[config.mk]
export PLATFORM = sky130hd
export DESIGN_NAME = interp_collector
export DESIGN_NICKNAME = d
export VERILOG_FILES = /design/src/rtl/interp_collector_pkg.sv /design/src/rtl/collect_addr_gen.sv /design/src/rtl/interp_collector.sv
export SDC_FILE = /design/constraint.sdc
export NUM_CORES = 1
export LEC_CHECK = 0
export ABC_AREA = 0
export CORE_ASPECT_RATIO = 0.6
export CORE_UTILIZATION = 28
export CTS_CLUSTER_SIZE = 20
export DETAILED_ROUTE_END_ITERATION = 8
export PLACE_DENSITY = 0.46
export SETUP_SLACK_MARGIN = 0.15
export SYNTH_ARGS = -nofsm -noshare
export SYNTH_HDL_FRONTEND = slang
export SYNTH_SLANG_ARGS = --single-unit
export TNS_END_PERCENT = 30
[constraint.sdc]
create_clock -name clk -period 6.25 [get_ports clk]
set_input_delay 0.625 -clock clk [delete_from_list [all_inputs] [get_ports clk]]
set_output_delay 0.625 -clock clk [all_outputs]
set_load 0.02 [all_outputs]
[src/rtl/interp_collector_pkg.sv]
// ---------------------------------------------------------------------------
// interp_collector_pkg
// Shared definitions for the interpolation-result collector: FSM state
// encodings, default output grid size and the address / sum widths used by
// interp_collector and its address generator.
// ---------------------------------------------------------------------------
package interp_collector_pkg;

  // Collector FSM states
  typedef enum logic [1:0] {
    ST_IDLE    = 2'd0,
    ST_COLLECT = 2'd1,
    ST_DONE    = 2'd2
  } state_t;

  // Default output grid (17 x 17 samples)
  localparam int OUT_W_DEF = 17;
  localparam int OUT_H_DEF = 17;

  // Result-RAM address width and frame sum width (289 * 255 fits in 17 bits)
  localparam int ADDR_W = 9;
  localparam int SUM_W  = 17;

endpackage

[src/rtl/collect_addr_gen.sv]
// ---------------------------------------------------------------------------
// collect_addr_gen
// Row/column counter for the result grid. The column advances on every
// accepted sample and wraps at OUT_W-1, bumping the row. The write address
// row*OUT_W+col is produced combinationally from the current counters, so
// the top level latches it together with the sample it belongs to.
//
// Ports
//   clk     : clock, rising edge
//   rst     : asynchronous active-high reset
//   clr_i   : clear row and column (new frame / restart)
//   adv_i   : advance one sample position
//   addr_o  : row*OUT_W+col for the current position
// ---------------------------------------------------------------------------
module collect_addr_gen
  import interp_collector_pkg::*;
#(
  parameter int OUT_W = OUT_W_DEF,
  parameter int OUT_H = OUT_H_DEF
) (
  input  logic              clk,
  input  logic              rst,
  input  logic              clr_i,
  input  logic              adv_i,
  output logic [ADDR_W-1:0] addr_o
);

  localparam int COL_W = $clog2(OUT_W);
  // Row needs to reach OUT_H after the final wrap of a frame
  localparam int ROW_W = $clog2(OUT_H + 1);

  logic [COL_W-1:0] col_q, col_d;
  logic [ROW_W-1:0] row_q, row_d;

  // Next position: clear has priority over advance; column wraps into row
  always_comb begin
    col_d = col_q;
    row_d = row_q;
    if (clr_i) begin
      col_d = '0;
      row_d = '0;
    end else if (adv_i) begin
      if (col_q == COL_W'(OUT_W - 1)) begin
        col_d = '0;
        row_d = row_q + ROW_W'(1);
      end else begin
        col_d = col_q + COL_W'(1);
      end
    end
  end

  // Position registers
  always_ff @(posedge clk or posedge rst) begin
    if (rst) begin
      col_q <= '0;
      row_q <= '0;
    end else begin
      col_q <= col_d;
      row_q <= row_d;
    end
  end

  assign addr_o = ADDR_W'(row_q) * ADDR_W'(OUT_W) + ADDR_W'(col_q);

endmodule

[src/rtl/interp_collector.sv]
// ---------------------------------------------------------------------------
// interp_collector
// Collects one OUT_W x OUT_H frame of samples from an interpolation stream
// into a result RAM. START arms a frame; each valid sample in COLLECT is
// written one cycle later at row*OUT_W+col and added into SUM. After the
// last sample the FSM spends one cycle in DONE (DONE=1, coincident with the
// final write) and returns to IDLE. Samples outside COLLECT and START during
// COLLECT raise the sticky ERR flag.
//
// Ports
//   clk     : clock, rising edge
//   RST     : asynchronous active-high reset
//   START   : one-cycle pulse, arms (or restarts) a frame
//   I_DATA  : 8-bit sample
//   I_VALID : I_DATA valid this cycle (no backpressure)
//   WEN     : result-RAM write enable, active low
//   W_ADDR  : result-RAM address
//   W_DATA  : result-RAM write data
//   DONE    : one-cycle frame-complete pulse
//   ERR     : sticky protocol error
//   SUM     : sum of the frame's samples
// ---------------------------------------------------------------------------
module interp_collector
  import interp_collector_pkg::*;
#(
  parameter int OUT_W = OUT_W_DEF,
  parameter int OUT_H = OUT_H_DEF
) (
  input  logic              clk,
  input  logic              RST,
  input  logic              START,
  input  logic [7:0]        I_DATA,
  input  logic              I_VALID,
  output logic              WEN,
  output logic [ADDR_W-1:0] W_ADDR,
  output logic [7:0]        W_DATA,
  output logic              DONE,
  output logic              ERR,
  output logic [SUM_W-1:0]  SUM
);

  localparam int                TOTAL    = OUT_W * OUT_H;
  localparam logic [ADDR_W-1:0] LAST_IDX = ADDR_W'(TOTAL - 1);

  state_t              state_q;
  logic [ADDR_W-1:0]   count_q;
  logic                wen_q;
  logic [ADDR_W-1:0]   waddr_q;
  logic [7:0]          wdata_q;
  logic                err_q;
  logic [SUM_W-1:0]    sum_q;

  logic                accept;
  logic                clear;
  logic [ADDR_W-1:0]   cur_addr;

  // A sample is taken only in COLLECT and only when no START competes with
  // it; START clears the position in IDLE and COLLECT but not in DONE.
  always_comb begin
    accept = (state_q == ST_COLLECT) && I_VALID && !START;
    clear  = START && (state_q != ST_DONE);
  end

  collect_addr_gen #(
    .OUT_W (OUT_W),
    .OUT_H (OUT_H)
  ) u_addr_gen (
    .clk    (clk),
    .rst    (RST),
    .clr_i  (clear),
    .adv_i  (accept),
    .addr_o (cur_addr)
  );

  // Main FSM with registered write port, sum and error flag. WEN defaults
  // high every cycle and drops only for the cycle after an accepted sample;
  // address and data hold their last values otherwise.
  always_ff @(posedge clk or posedge RST) begin
    if (RST) begin
      state_q <= ST_IDLE;
      count_q <= '0;
      wen_q   <= 1'b1;
      waddr_q <= '0;
      wdata_q <= '0;
      err_q   <= 1'b0;
      sum_q   <= '0;
    end else begin
      wen_q <= 1'b1;
      case (state_q)
        ST_IDLE: begin
          if (START) begin
            state_q <= ST_COLLECT;
            count_q <= '0;
            sum_q   <= '0;
            err_q   <= 1'b0;
          end else if (I_VALID) begin
            err_q <= 1'b1;
          end
        end
        ST_COLLECT: begin
          if (START) begin
            // Restart: flag it, drop any coincident sample, begin again
            err_q   <= 1'b1;
            count_q <= '0;
            sum_q   <= '0;
          end else if (I_VALID) begin
            wen_q   <= 1'b0;
            waddr_q <= cur_addr;
            wdata_q <= I_DATA;
            sum_q   <= sum_q + SUM_W'(I_DATA);
            count_q <= count_q + ADDR_W'(1);
            if (count_q == LAST_IDX) begin
              state_q <= ST_DONE;
            end
          end
        end
        ST_DONE: begin
          state_q <= ST_IDLE;
          if (I_VALID) begin
            err_q <= 1'b1;
          end
        end
        default: begin
          state_q <= ST_IDLE;
        end
      endcase
    end
  end

  assign WEN    = wen_q;
  assign W_ADDR = waddr_q;
  assign W_DATA = wdata_q;
  assign DONE   = (state_q == ST_DONE);
  assign ERR    = err_q;
  assign SUM    = sum_q;

endmodule
==> results.json, run 1 <==
{
  "holdPathEnd": "W_DATA[0]",
  "grt_pass1_vias": 2705,
  "wire_per_inst_um": 15.19,
  "ir_worst_vdd_uv": 135.2,
  "final_cell_area_mm2": 0.004289,
  "worstPathArrival_ps": 3190,
  "grt.total_usage_pct": 15.38,
  "multiInputGateArea_mm2": 0.001794,
  "synth_seq_cells": 57,
  "ff2ff_setup_slack_ps": 3270,
  "slew_headroom_pct": 47.74,
  "min_path_type": "register to register",
  "synth_area_leaders": "dfrtp_1 42%, ha_1 12%, nand2_1 6.1%, xor2_1 3.9%, a21oi_1 3.3%",
  "drtPass1Iterations": 4,
  "cp_max_fo": 5,
  "avgSynthCellArea_um2": 9.609,
  "fmax_mhz": 335.5,
  "critPathKind": "register to register",
  "antenna_cells": 0,
  "cts_setup_buffers": 0,
  "sequentialPowerShare_pct": 32.3,
  "setup-tns-final_ps": 0,
  "r2r_cells": 9,
  "routed_wirelength_um": 8550,
  "drt_iter0_markers": 166,
  "p_sw_share_pct": 34.56,
  "clk-insertion-delay-late_ps": 330,
  "antenna_found_initial": 0,
  "fill_cells": 1163,
  "critPathRequiredTime_ps": 6460,
  "synthFlopType": "dfrtp_1",
  "final_nets": 445,
  "power.leakage_nw": 2.018,
  "die_y_um": 86.53,
  "syn_inst": 347,
  "cts_root_buf": "clkbuf_16",
  "fin_skew_ps": 6.398,
  "synth.distinct_cells": 52,
  "synth_top_area_share_pct": 42.03,
  "ant_nets": 0,
  "core_mm2": 0.01145,
  "min_period_ps": 2981,
  "dpl-instance-area_mm2": 0.003989,
  "cts_buffers": 9,
  "cts_max_path_buffers": 2,
  "io_buffers": 48,
  "final_cells": 563,
  "synth-edff-count": 0,
  "r2r_end": "W_ADDR[8]",
  "setup_viol": 0,
  "num_rows": 30,
  "async_reset_ff_share_pct": 100.0,
  "start_kind": "register",
  "overflow": 0,
  "ff_latch_area_mm2": 0.001428,
  "start_util_pct": 29.13,
  "cts_max_level": 3,
  "finalCritPeriodShare_pct": 47.69,
  "hold-path-cell-count": 2,
  "num_vias": 2697,
  "num_io_pins": 49,
  "yosys.area.top_type": "dfrtp_1",
  "drcViolationCount": 0,
  "placedCellCount": 547,
  "ys_warn_count": 0,
  "post_cts_resized": 0,
  "hpwl_um": 6237,
  "drv_slew": 0,
  "holdBufCountCts": 0,
  "p_int_mw": 0.9798,
  "finalHoldViolations": 0,
  "combPwrFrac_pct": 34.4,
  "clock-sinks": 57,
  "grt_first_pass_wirelength_um": 14300,
  "r2r_start": "u_addr_gen.row_q[2]",
  "syn-num-nets": 394,
  "worst_slew_pin_slew_ps": 783.9,
  "p_switching_mw": 0.5174,
  "viasPerCell": 4.790,
  "grt_max_degree": 58,
  "hold_start": "W_DATA[0]",
  "critPathCaptureType": "register",
  "clkTransAtPathRegs_ps": 50,
  "die_area_mm2": 0.01236,
  "synth_seq_area_share_pct": 42.81,
  "place.gp.congestion": 0.7560,
  "power.share.clock_pct": 33.3,
  "syn_area_mm2": 0.003334,
  "rsz0062_at_grt": "false",
  "maxCapViolCount": 0,
  "status": "finished clean",
  "die_w_um": 142.9,
  "area_growth_pct": 28.63,
  "cts_tree": "built",
  "p_per_area_mw_per_mm2": 349.1,
  "drive_gt1_share_pct": 6.452
}
[flip-flops by register name, summed over array words and instances, names as in the netlist]
name / count
count_q: 9
u_addr_gen.row_q: 5
WEN: 1
state_q: 2
ERR: 1
W_DATA: 8
u_addr_gen.col_q: 5
W_ADDR: 9
SUM: 17
[critical path, stage by stage, from the launching register on]
cell	delay, ps
dfrtp_1	460
ha_1	350
ha_1	300
ha_1	230
fa_1	410
a21o_1	190
a21oi_1	200
nand2b_1	190
nor4b_1	70
or3b_2	460
[worst max path at each step]
stage	from	endpoint	slack, ps	cells past startpoint
floorplan	u_addr_gen.row_q[2]	W_ADDR[8]	3570	9
global placement	I_DATA[0]	SUM[10]	3290	9
detailed placement	I_DATA[0]	SUM[14]	3240	9
CTS	u_addr_gen.row_q[2]	W_ADDR[8]	3290	9
global route	u_addr_gen.row_q[2]	W_ADDR[8]	3130	9
finish	u_addr_gen.row_q[2]	W_ADDR[8]	3270	9
[layout by cell type (no fill, tap or decap), types with 10 or more instances in the layout]
master           synthesis  routed
xor2_1                  15      15
a21o_1                  10      10
inv_1                   18      17
a21oi_1                 22      22
clkdlybuf4s50_1          0      48
dfrtp_1                 56      56
ha_1                    32      32
nand4_1                 12      12
nor2_1                  18      18
nand2_1                 54      54
o21ai_0                 18      18
[metal layers]
| metal | GRT usage (%) | wire length (um) | up-vias |
|---|---|---|---|
| met2 | 19.52 | 3197 | 62 |
| met4 | 5.572 | 110 | 0 |
| met5 | 0 | 0 | - |
| met1 | 23.72 | 4819 | 1288 |
| met3 | 4.586 | 422 | 11 |
| li1 | - | - | 1336 |
[synthesized netlist by cell type, drive strengths merged (10+ instances only)]
cell and number:
a21o 10, a21oi 22, dfrtp 56, ha 32, inv 19, nand2 54, nand4 12, nor2 19
o21ai 20, xor2 15
[power by group through the flow]
stage	Combinational, mW	Sequential, mW	Clock (mW)
after global routing	0.566	0.492	0.534
after global placement	0.516	0.488	0
after detailed placement	0.516	0.488	0
after floorplan	0.264	0.541	0
final	0.515	0.483	0.498
after CTS	0.518	0.485	0.516
[logic make-up after synthesis]
family | synth area share, %
buffers and inverters | 3.377
AND/OR/NAND/NOR | 18.12
adder cells (fa/ha/maj) | 13.81
XOR/XNOR | 5.516
multiplexers | 0.3377
flip-flops | 42.81
AO/OA/AOI/OAI | 16.02
[layout make-up]
class	count	area share [%]
repair buffers	50	11.55
clock buffers	13	6.068
clock inverters	3	0.9335
multi-input cells	261	41.83
well taps	160	4.667
inverters	19	1.663
flip-flops and latches	57	33.28
[metrics by stage]
stage | hold WS (ps) | util (%) | total power [mW] | worst slack, ps
floorplan | 468.7 | - | 0.8051 | 3569
global placement | 460.7 | 34.84 | 1.004 | 3290
detailed placement | 465.5 | 34.84 | 1.004 | 3240
CTS | 479.6 | 37.46 | 1.519 | 3287
global route | 488.5 | 37.46 | 1.592 | 3130
finish | 474.6 | 37.46 | 1.497 | 3269
Power figures use the tool's default switching activity.
==> run 2: changes to the inputs <==
==> constraint.sdc (replaced) <==
create_clock -name clk -period 2.95 [get_ports clk]
set_input_delay 0.295 -clock clk [delete_from_list [all_inputs] [get_ports clk]]
set_output_delay 0.295 -clock clk [all_outputs]
set_load 0.02 [all_outputs]
==> run 2 against run 1 <==
  * Critical path type unchanged
  * Critical path depth unchanged
  * Clock power is 120% higher
  * Non-clock buffer count up 7
  * Global-route usage down 0.20 points
  * Clock skew decreased by 3.1 ps
  * Final area rose by 2.5%
  * Routed wire length grew 0.36%
  * Largest cell class unchanged
  * Largest power group unchanged
  * Hold slack got worse by 270 ps
  * Sequential power increased by 110%
  * Sequential share of layout area fell by 0.73 points
==> results.json, run 2 (synthesis gave the netlist of run 1 again) <==
{
  "wire_per_inst_um": 15.05,
  "r2r_end": "W_ADDR[8]",
  "maxCapViolCount": 0,
  "viasPerCell": 4.721,
  "start_util_pct": 29.13,
  "power.leakage_nw": 2.058,
  "num_vias": 2691,
  "antenna_found_initial": 0,
  "drv_slew": 0,
  "hpwl_um": 6235,
  "clkTransAtPathRegs_ps": 50,
  "core_mm2": 0.01145,
  "io_buffers": 48,
  "grt_max_degree": 49,
  "detailedPlace.worstSlack_ps": 92.94,
  "min_path_type": "primary input to async pin",
  "largest_register_ffs": 17,
  "drcViolationCount": 0,
  "cts_buffers": 9,
  "drt_iter0_markers": 149,
  "final_cell_area_mm2": 0.004397,
  "cts_tree": "built",
  "grt.total_usage_pct": 15.18,
  "antenna_cells": 0,
  "critPathCaptureType": "register",
  "die_area_mm2": 0.01236,
  "cts_max_level": 3,
  "grt_first_pass_wirelength_um": 14100,
  "ir_worst_vdd_uv": 363.4,
  "finalPower_mw": 3.227,
  "finalHoldViolations": 0,
  "fill_cells": 1149,
  "ff_latch_area_mm2": 0.001431,
  "start_kind": "register",
  "clk-insertion-delay-late_ps": 330,
  "cts_max_path_buffers": 2,
  "num_rows": 30,
  "die_w_um": 142.9,
  "drtPass1Iterations": 4,
  "fin_skew_ps": 3.308,
  "final_nets": 452,
  "routed_wirelength_um": 8581,
  "clock-sinks": 57,
  "grt_pass1_vias": 2574,
  "slew_headroom_pct": 44.54,
  "r2r_start": "u_addr_gen.col_q[2]",
  "cp_max_fo": 2,
  "r2r_cells": 9,
  "setup_viol": 0,
  "overflow": 0,
  "area_growth_pct": 31.86,
  "multiInputGateArea_mm2": 0.001823,
  "min_period_ps": 2750,
  "final_cell_mix": "54 x nand2_1, 53 x dfrtp_1, 48 x clkdlybuf4s50_1, 30 x ha_1, 21 x a21oi_1",
  "cts_root_buf": "clkbuf_16",
  "ant_nets": 0,
  "ff2ff_setup_slack_ps": 200,
  "fmax_mhz": 363.6,
  "finalCritPeriodShare_pct": 93.24,
  "worstPathArrival_ps": 2950,
  "dpl-instance-area_mm2": 0.004046,
  "drive_gt1_share_pct": 10.00,
  "setup-tns-final_ps": 0,
  "rsz0062_at_grt": "true",
  "worst_slack_ps": 199.6,
  "num_io_pins": 49,
  "p_per_area_mw_per_mm2": 734.0,
  "worst_slew_pin_slew_ps": 820.6,
  "status": "finished clean",
  "final_common_cell": "nand2_1",
  "place.gp.congestion": 0.7624,
  "critPathRequiredTime_ps": 3150,
  "critPathKind": "register to register",
  "die_y_um": 86.53
}
==> run 2: changes by cell type in the layout (fill, tap and decap cells not counted), moves of 2 or more <==
cell / before / now
clkinv_2: 2 / 5
ha_1: 32 / 30
buf_4: 2 / 8
ha_4: 0 / 2
clkbuf_1: 2 / 0
dfrtp_2: 0 / 3
dfrtp_1: 56 / 53
clkbuf_8: 2 / 0
==> run 2: worst max path at each step <==
| stage | start | endpoint | slack (ps) | depth (start not counted) |
|---|---|---|---|---|
| floorplan | u_addr_gen.row_q[2] | W_ADDR[8] | 270 | 9 |
| global placement | u_addr_gen.row_q[4] | W_ADDR[8] | 110 | 9 |
| detailed placement | u_addr_gen.col_q[2] | W_ADDR[8] | 90 | 9 |
| CTS | u_addr_gen.col_q[4] | W_ADDR[8] | 170 | 10 |
| global route | u_addr_gen.col_q[2] | W_ADDR[8] | 100 | 9 |
| finish | u_addr_gen.col_q[2] | W_ADDR[8] | 200 | 9 |
==> run 2: timing repair <==
| action | in CTS | in global routing |
|---|---|---|
| hold buffers | 0 | 0 |
| endpoints found under the setup margin | 1 | 2 |
| resized for setup | 4 | 2 |
| setup buffers | 1 | 0 |
==> run 2: cell type report <==
| type | instances | share of cell area [%] |
|---|---|---|
| Clock buffer | 9 | 5.122 |
| Clock inverter | 7 | 1.935 |
| Inverter | 19 | 1.622 |
| Multi-Input combinational cell | 261 | 41.46 |
| Sequential cell | 57 | 32.56 |
| Tap cell | 160 | 4.553 |
| Timing Repair Buffer | 57 | 12.75 |
==> run 2: report_power, final <==
group | internal, mW | leakage (nW) | switching [mW]
combinational | 0.475 | 1.13 | 0.629
sequential | 0.917 | 0.766 | 0.107
clock | 0.730 | 0.159 | 0.368
total | 2.12 | 2.06 | 1.11
==> run 2: layer usage <==
| metal | part of all wire (%) | up-vias | global-route usage, % |
|---|---|---|---|
| li1 | - | 1342 | - |
| met1 | 58 | 1282 | 24.65 |
| met2 | 36 | 58 | 18.49 |
| met3 | 4.4 | 9 | 4.254 |
| met4 | 1.0 | 0 | 4.203 |
| met5 | 0 | - | 0 |
==> run 2: per-stage QoR <==
| stage | utilization, % | instances | hold slack (ps) |
|---|---|---|---|
| detailed placement | 35.34 | 553 | 465.2 |
| global placement | 35.34 | 553 | 462.0 |
| global route | 38.40 | 570 | 245.9 |
| floorplan | - | 347 | 400.4 |
| CTS | 38.28 | 570 | 217.7 |
| finish | 38.40 | 570 | 208.1 |
==> run 2: critical path: stages, from the launching register on <==
cell and delay, ps:
dfrtp_2 410, ha_1 280, ha_1 280, ha_1 230, fa_1 410, a21o_1 210
a21oi_2 170, nand2b_1 150, nor4b_1 50, or3b_2 440
